<file path="config.mk">
export PLATFORM = sky130hd
export DESIGN_NAME = gba_rom_loader
export DESIGN_NICKNAME = d
export VERILOG_FILES = /design/src/rtl/gba_rom_loader.sv
export SDC_FILE = /design/constraint.sdc
export NUM_CORES = 1
export LEC_CHECK = 0
export BUFFER_PORTS_ARGS = -buffer_cell sky130_fd_sc_hd__buf_4
export CAP_MARGIN = 20
export CORE_MARGIN = 2
export CORE_UTILIZATION = 42
export CTS_CLUSTER_SIZE = 25
export DETAILED_ROUTE_END_ITERATION = 10
export PLACE_DENSITY = 0.6
export SLEW_MARGIN = 20
export SYNTH_ARGS = -nofsm -noshare
export SYNTH_HDL_FRONTEND = slang
export SYNTH_SLANG_ARGS = --single-unit
</file>
<file path="constraint.sdc">
create_clock -name clk -period 9.1 [get_ports clk]
set_input_delay 1.365 -clock clk [delete_from_list [all_inputs] [get_ports clk]]
set_output_delay 1.365 -clock clk [all_outputs]
set_load 0.005 [all_outputs]
</file>
<file path="src/rtl/gba_rom_loader.sv">
// Packs ROM/BIOS load bytes into halfword SDRAM writes through a small FIFO; backup bytes go to BSRAM.
// Optional macro GBA_HEADER_CHECK_EN enables the cartridge header complement check.
module gba_rom_loader #(
  parameter logic [22:0] ROM_BASE   = 23'h000000,
  parameter logic [22:0] BIOS_BASE  = 23'h7C0000,
  parameter logic [25:0] ROM_MAX    = 26'h2000000,
  parameter logic [25:0] BIOS_MAX   = 26'h0004000,
  parameter logic [25:0] BACKUP_MAX = 26'h0020000,
  parameter int unsigned FIFO_DEPTH = 8
) (
  input  logic        clk,
  input  logic        reset,
  input  logic [2:0]  rom_loading,
  input  logic [7:0]  rom_do,
  input  logic        rom_do_valid,
  output logic        mem_req,
  output logic [22:0] mem_addr,
  output logic [15:0] mem_wdata,
  input  logic        mem_ready,
  output logic        backup_we,
  output logic [16:0] backup_addr,
  output logic [7:0]  backup_din,
  output logic        load_busy,
  output logic        load_done,
  output logic [24:0] rom_size,
  output logic        overflow,
  output logic        header_ok
);
  localparam int unsigned PW = $clog2(FIFO_DEPTH);
  localparam logic [PW:0] DEPTH_CNT = (PW+1)'(FIFO_DEPTH);

  typedef enum logic [2:0] {S_IDLE, S_LOAD, S_FLUSH, S_DRAIN, S_DONE} state_e;
  typedef enum logic [2:0] {
    M_NONE = 3'd0, M_ROM = 3'd1, M_BACKUP = 3'd2, M_CFG = 3'd3, M_BIOS = 3'd4
  } mode_e;

  state_e      state_q, state_d;
  mode_e       mode_q, mode_d;
  logic [24:0] cnt_q, cnt_d;
  logic        pend_q, pend_d;
  logic [7:0]  low_q, low_d;
  logic        ovf_q, ovf_d;
  logic        busy_q, busy_d;
  logic [24:0] size_q, size_d;
  logic        bwe_q, bwe_d;
  logic [16:0] baddr_q, baddr_d;
  logic [7:0]  bdin_q, bdin_d;

  logic [38:0]   fifo_mem [FIFO_DEPTH];
  logic [PW-1:0] wptr_q, rptr_q;
  logic [PW:0]   fcnt_q;
  logic          fifo_empty, fifo_full, push, pop;
  logic [38:0]   push_data;
  logic          req_q;
  logic [22:0]   addr_q;
  logic [15:0]   wdata_q;

  logic [25:0] limit_w;
  logic [22:0] base_w, pair_addr;
  logic        in_limit, done_entry;

  assign fifo_empty = (fcnt_q == '0);
  assign fifo_full  = (fcnt_q == DEPTH_CNT);
  assign pop        = req_q && mem_ready;

  always_comb begin
    limit_w = BACKUP_MAX;
    base_w  = ROM_BASE;
    if (mode_q == M_ROM) begin
      limit_w = ROM_MAX;
    end else if (mode_q == M_BIOS) begin
      limit_w = BIOS_MAX;
      base_w  = BIOS_BASE;
    end
  end

  assign in_limit   = ({1'b0, cnt_q} < limit_w);
  assign pair_addr  = base_w + {cnt_q[22:1], 1'b0};
  assign done_entry = (state_q == S_DRAIN) && (state_d == S_DONE);

  always_comb begin
    state_d   = state_q;
    mode_d    = mode_q;
    cnt_d     = cnt_q;
    pend_d    = pend_q;
    low_d     = low_q;
    ovf_d     = ovf_q;
    busy_d    = busy_q;
    size_d    = size_q;
    bwe_d     = 1'b0;
    baddr_d   = baddr_q;
    bdin_d    = bdin_q;
    push      = 1'b0;
    push_data = '0;
    unique case (state_q)
      S_IDLE: begin
        if (rom_loading != 3'd0) begin
          state_d = S_LOAD;
          mode_d  = mode_e'(rom_loading);
          cnt_d   = '0;
          pend_d  = 1'b0;
          ovf_d   = 1'b0;
          busy_d  = 1'b1;
        end
      end
      S_LOAD: begin
        if (rom_do_valid) begin
          if (cnt_q != '1) cnt_d = cnt_q + 25'd1;
          case (mode_q)
            M_ROM, M_BIOS: begin
              if (!in_limit) begin
                ovf_d = 1'b1;
              end else if (!cnt_q[0]) begin
                low_d  = rom_do;
                pend_d = 1'b1;
              end else begin
                pend_d = 1'b0;
                // a pop on the same edge frees the slot this push needs
                if (fifo_full && !pop) begin
                  ovf_d = 1'b1;
                end else begin
                  push      = 1'b1;
                  push_data = {pair_addr, rom_do, low_q};
                end
              end
            end
            M_BACKUP: begin
              if (!in_limit) begin
                ovf_d = 1'b1;
              end else begin
                bwe_d   = 1'b1;
                baddr_d = cnt_q[16:0];
                bdin_d  = rom_do;
              end
            end
            default: ;
          endcase
        end
        if (rom_loading == 3'd0) state_d = S_FLUSH;
      end
      S_FLUSH: begin
        if (pend_q) begin
          pend_d = 1'b0;
          if (fifo_full && !pop) begin
            ovf_d = 1'b1;
          end else begin
            push      = 1'b1;
            push_data = {pair_addr, 8'hFF, low_q};
          end
        end
        state_d = S_DRAIN;
      end
      S_DRAIN: begin
        if (fifo_empty && !req_q) begin
          state_d = S_DONE;
          busy_d  = 1'b0;
          if (mode_q == M_ROM)
            size_d = ({1'b0, cnt_q} > ROM_MAX) ? ROM_MAX[24:0] : cnt_q;
        end
      end
      S_DONE:  state_d = S_IDLE;
      default: state_d = S_IDLE;
    endcase
  end

  always_ff @(posedge clk) begin
    if (reset) begin
      state_q <= S_IDLE;
      mode_q  <= M_NONE;
      cnt_q   <= '0;
      pend_q  <= 1'b0;
      low_q   <= '0;
      ovf_q   <= 1'b0;
      busy_q  <= 1'b0;
      size_q  <= '0;
      bwe_q   <= 1'b0;
      baddr_q <= '0;
      bdin_q  <= '0;
    end else begin
      state_q <= state_d;
      mode_q  <= mode_d;
      cnt_q   <= cnt_d;
      pend_q  <= pend_d;
      low_q   <= low_d;
      ovf_q   <= ovf_d;
      busy_q  <= busy_d;
      size_q  <= size_d;
      bwe_q   <= bwe_d;
      baddr_q <= baddr_d;
      bdin_q  <= bdin_d;
    end
  end

  always_ff @(posedge clk) begin
    if (push) fifo_mem[wptr_q] <= push_data;
  end

  // head entry stays in the FIFO until mem_ready, so it counts toward full
  always_ff @(posedge clk) begin
    if (reset) begin
      wptr_q  <= '0;
      rptr_q  <= '0;
      fcnt_q  <= '0;
      req_q   <= 1'b0;
      addr_q  <= '0;
      wdata_q <= '0;
    end else begin
      if (push) wptr_q <= wptr_q + PW'(1);
      if (pop)  rptr_q <= rptr_q + PW'(1);
      fcnt_q <= fcnt_q + (PW+1)'(push) - (PW+1)'(pop);
      if (pop) begin
        req_q <= 1'b0;
      end else if (!req_q && !fifo_empty) begin
        req_q   <= 1'b1;
        addr_q  <= fifo_mem[rptr_q][38:16];
        wdata_q <= fifo_mem[rptr_q][15:0];
      end
    end
  end

`ifdef GBA_HEADER_CHECK_EN
  logic [7:0] sum_q, cmp_q, hdr_expect;
  logic       hok_q, rom_byte;

  assign rom_byte   = (state_q == S_LOAD) && rom_do_valid && (mode_q == M_ROM);
  assign hdr_expect = 8'h00 - sum_q - 8'h19;

  always_ff @(posedge clk) begin
    if (reset) begin
      sum_q <= '0;
      cmp_q <= '0;
      hok_q <= 1'b0;
    end else begin
      if ((state_q == S_IDLE) && (rom_loading != 3'd0)) begin
        sum_q <= '0;
        cmp_q <= '0;
      end else if (rom_byte) begin
        if ((cnt_q >= 25'hA0) && (cnt_q <= 25'hBC)) sum_q <= sum_q + rom_do;
        if (cnt_q == 25'hBD) cmp_q <= rom_do;
      end
      if (done_entry && (mode_q == M_ROM))
        hok_q <= (cmp_q == hdr_expect) && (cnt_q > 25'hBD);
    end
  end
`else
  logic hok_q;

  always_ff @(posedge clk) begin
    if (reset) hok_q <= 1'b0;
    else       hok_q <= 1'b1;
  end
`endif

  assign header_ok   = hok_q;
  assign mem_req     = req_q;
  assign mem_addr    = addr_q;
  assign mem_wdata   = wdata_q;
  assign backup_we   = bwe_q;
  assign backup_addr = baddr_q;
  assign backup_din  = bdin_q;
  assign load_busy   = busy_q;
  assign load_done   = (state_q == S_DONE);
  assign rom_size    = size_q;
  assign overflow    = ovf_q;
endmodule

</file>
==> out/qor.txt <==
CP cell instances: xnor2_1, nor2_1, ha_1, or4_1, o21ai_2, and2_1, a41o_4, inv_2, ha_1, inv_1, ha_1, inv_1, fa_1, xor2_1, nor2_1
Synth Area in Adders: 0.0122
sequential area share after synthesis: 0.680
GRT Total Usage: 0.174
post-synthesis cell count: 1205
most frequent cells in the layout: edfxtp_1, dfxtp_1, nand2_1
Final nets: 1333
HP Class: reg -> reg
reg2reg start: mode_q[2]
post_cts resized: 0
worst slew pin tran: 0.869 ns
Die X: 209 um
Routed Antenna Nets: 0
final WL: 38000 um
CP peak stage delay: 0.41 ns
leak pwr: 7.02 nW
Finish-stage setup viols: 0
largest net degree at the start of global routing: 77
YS warnings: 0
Slew Limit Headroom: 0.420
# H-tree levels: 2
I/O pin count: 110
Finished Cell Area: 0.0205 mm2
root buffer cell: clkbuf_16
later-pin clock latency in the skew report: 0.56 ns
Yosys reg bits: 447
FMAX: 257 MHz
post-synthesis simple-gate area fraction: 0.0951
die area: 0.0436 mm2
fin crit share: 0.427
post-CTS setup repair buffer count: 0
drt wl/cell: 20.2 um
Post-CTS Hold Buffers: 0
Register Area: 0.0120 mm2
# Max-Cap Violations: 0
DR vias: 10143
hold path startpoint: backup_addr[9]
Placed Area: 0.0190 mm2
Max Transition Viols Final: 0
hpwl dp: 22500 um
critical path fanouts, max: 28
drt drc: 0
drt pass-1 iters: 5
status: complete, no violations
Synth Area in Compound Gates: 0.0595
Ant. Diodes: 0
syn nets: 1236
Final Wtd Congestion: 0.779
cts bufs inserted: 46
main combinational cell family by area after synthesis: multiplexers
CP endpoint kind: flip-flop
maximum VDD drop: 0.000138 V
Post-Syn Area per Cell: 14.6 um2
DRT iter0 DRCs: 652
crit-path most repeated cell: ha_1
CTS clk-pin slew, worst paths: 0.06 ns
ys async rst share: 0
share of cells above drive strength 1: 0.222
Die Ht: 209 um
Netlist Area Pre-Place: 0.0176 mm2
# clock sinks: 447
CP startpoint: mode_q[2]
final-layout fill cell count: 3620
DR vias/cell: 5.40
CP startpoint kind: flip-flop
Post-synth EDFFs: 304
crit path buf inv count: 3
delay-heaviest family, CP: adder cells
Req. time, crit path: 9.52 ns
row cnt: 75
Final Skew: 0.0161 ns
Final Hold Viols: 0
top_reg_cell synth: edfxtp_1
Starting Density: 0.423
Final min period: 3.89 ns
XOR/XNOR share of the synthesized area: 0.00596
PwrDens: 234 mW/mm2
RSZ-0062 raised after global routing: no
Yosys cell types: 60
total grt overflow: 0
number of global-route vias before repair: 10085
wire length of the first global-routing pass: 58700 um
Longest Clk Path Bufs: 3
critical path's slowest cell: or4_1
Core Region: 0.0417 mm2
leading cell type in the layout, fill and taps excluded: edfxtp_1
initial antenna violation count: 0
Multi-input gate area: 0.00530 mm2
Layout area overhead: 16.3%
critical path arrival: 4.30 ns
mux cell area share after synthesis: 0.124
IO Port Bufs: 108
post-route setup TNS: 0 ns
CP Class: reg -> reg
CTS tree: yes
==> kinds of logic (layout without fill, tap and decap cells) <==
kind of cell               count (synthesis)  after routing
and+or+nand+nor                          343            343
xor gates and xnor gates                  12             12
muxes                                    124            124
other                                      1              1
DFF                                      447            447
buffers and inverters                     96            231
AOI/OAI and AO/OA                        166            166
adders and majority gates                 16             16
==> synthesized netlist by cell type (2+ instances only) <==
master     instances  area (um2)
fa_1               2        40.0
o2111ai_1          2        17.5
xnor2_1            7        61.3
a21o_1             4        30.0
buf_1              9        33.8
and4b_1            2        20.0
nor4b_1            4        35.0
nand2_1          126         473
a21oi_1           79         395
edfxtp_1         304        9130
mux2i_1           47         470
and4_1             7        61.3
nor3_1            11        55.1
and2_1            28         175
xor2_1             5        43.8
o211ai_1           2        15.0
a2111oi_0          2        17.5
dfxtp_1          143        2860
inv_1             18        67.6
o31ai_1            8        60.1
nor3b_1            4        30.0
ha_1              14         175
or4_1             14         105
or3b_2             2        17.5
buf_2             16        80.1
a31oi_1            3        18.8
nor2b_1            5        31.3
nor4_1             5        31.3
mux4_2            76        1710
or3_1             16         100
nand4_1           10        62.6
o21ai_0           14        70.1
a22oi_1            3        22.5
clkbuf_1          50         188
nand3_1           12        60.1
nor2_1            85         319
and3_1             5        31.3
a211oi_1          39         293
==> final cells by class <==
type                            instances  share of cell area
Multi-Input combinational cell        662               0.259
Sequential cell                       447               0.586
Clock buffer                           73              0.0682
Timing Repair Buffer                  126              0.0468
Tap cell                              539              0.0329
Inverter                               19             0.00348
Clock inverter                         13             0.00440
==> tightest hold or removal path, cell delays in order (launching register included) <==
cell and delay, ns:
dfxtp_1 0.31, nand2_1 0.05, a21oi_1 0.05
==> per-stage QoR <==
| stage | hold slack (ns) | std cells | setup WS, ns | total power [mW] | utilization |
|---|---|---|---|---|---|
| CTS | 0.456 | 1878 | 5.19 | 4.84 | 0.491 |
| finish | 0.450 | 1879 | 5.21 | 4.79 | 0.492 |
| global placement | 0.442 | 1792 | 5.06 | 3.00 | 0.456 |
| global route | 0.474 | 1879 | 4.87 | 4.99 | 0.492 |
| detailed placement | 0.445 | 1792 | 5.00 | 3.01 | 0.456 |
| floorplan | 0.448 | 1205 | 2.37 | 2.75 | - |
==> where the power goes <==
group,total [mW],switching [mW],internal (mW)
Combinational,0.626,0.315,0.311
Sequential,2.33,0.0796,2.25
Clock,1.83,0.753,1.08
Total,4.79,1.15,3.64
==> worst paths after layout <==
| path | end | slack (ns) | cells after the start |
|---|---|---|---|
| setup reg to reg | fcnt_q[2] | 5.21 | 15 |
| setup / recovery | fcnt_q[2] | 5.21 | 15 |
| hold / removal | backup_addr[9] | 0.45 | 2 |
| hold reg to reg | backup_addr[9] | 0.45 | 2 |
==> layer usage <==
metal  vias up  routed length (um)  GRT usage
li1       4782                   -          -
met1      5098               17800      0.244
met2       205               17800      0.282
met3        58                1560     0.0278
met4         0                 801     0.0525
met5         -                   0          0
==> registers in the layout, indices dropped and copies added, names as in the netlist, 4 cells and up <==
| name | count |
|---|---|
| fifo_mem | 304 |
| cnt_q | 25 |
| backup_din | 8 |
| mem_wdata | 16 |
| backup_addr | 17 |
| low_q | 8 |
| mem_addr | 22 |
| rom_size | 25 |
| fcnt_q | 4 |
(Power assumes the default switching activity.)
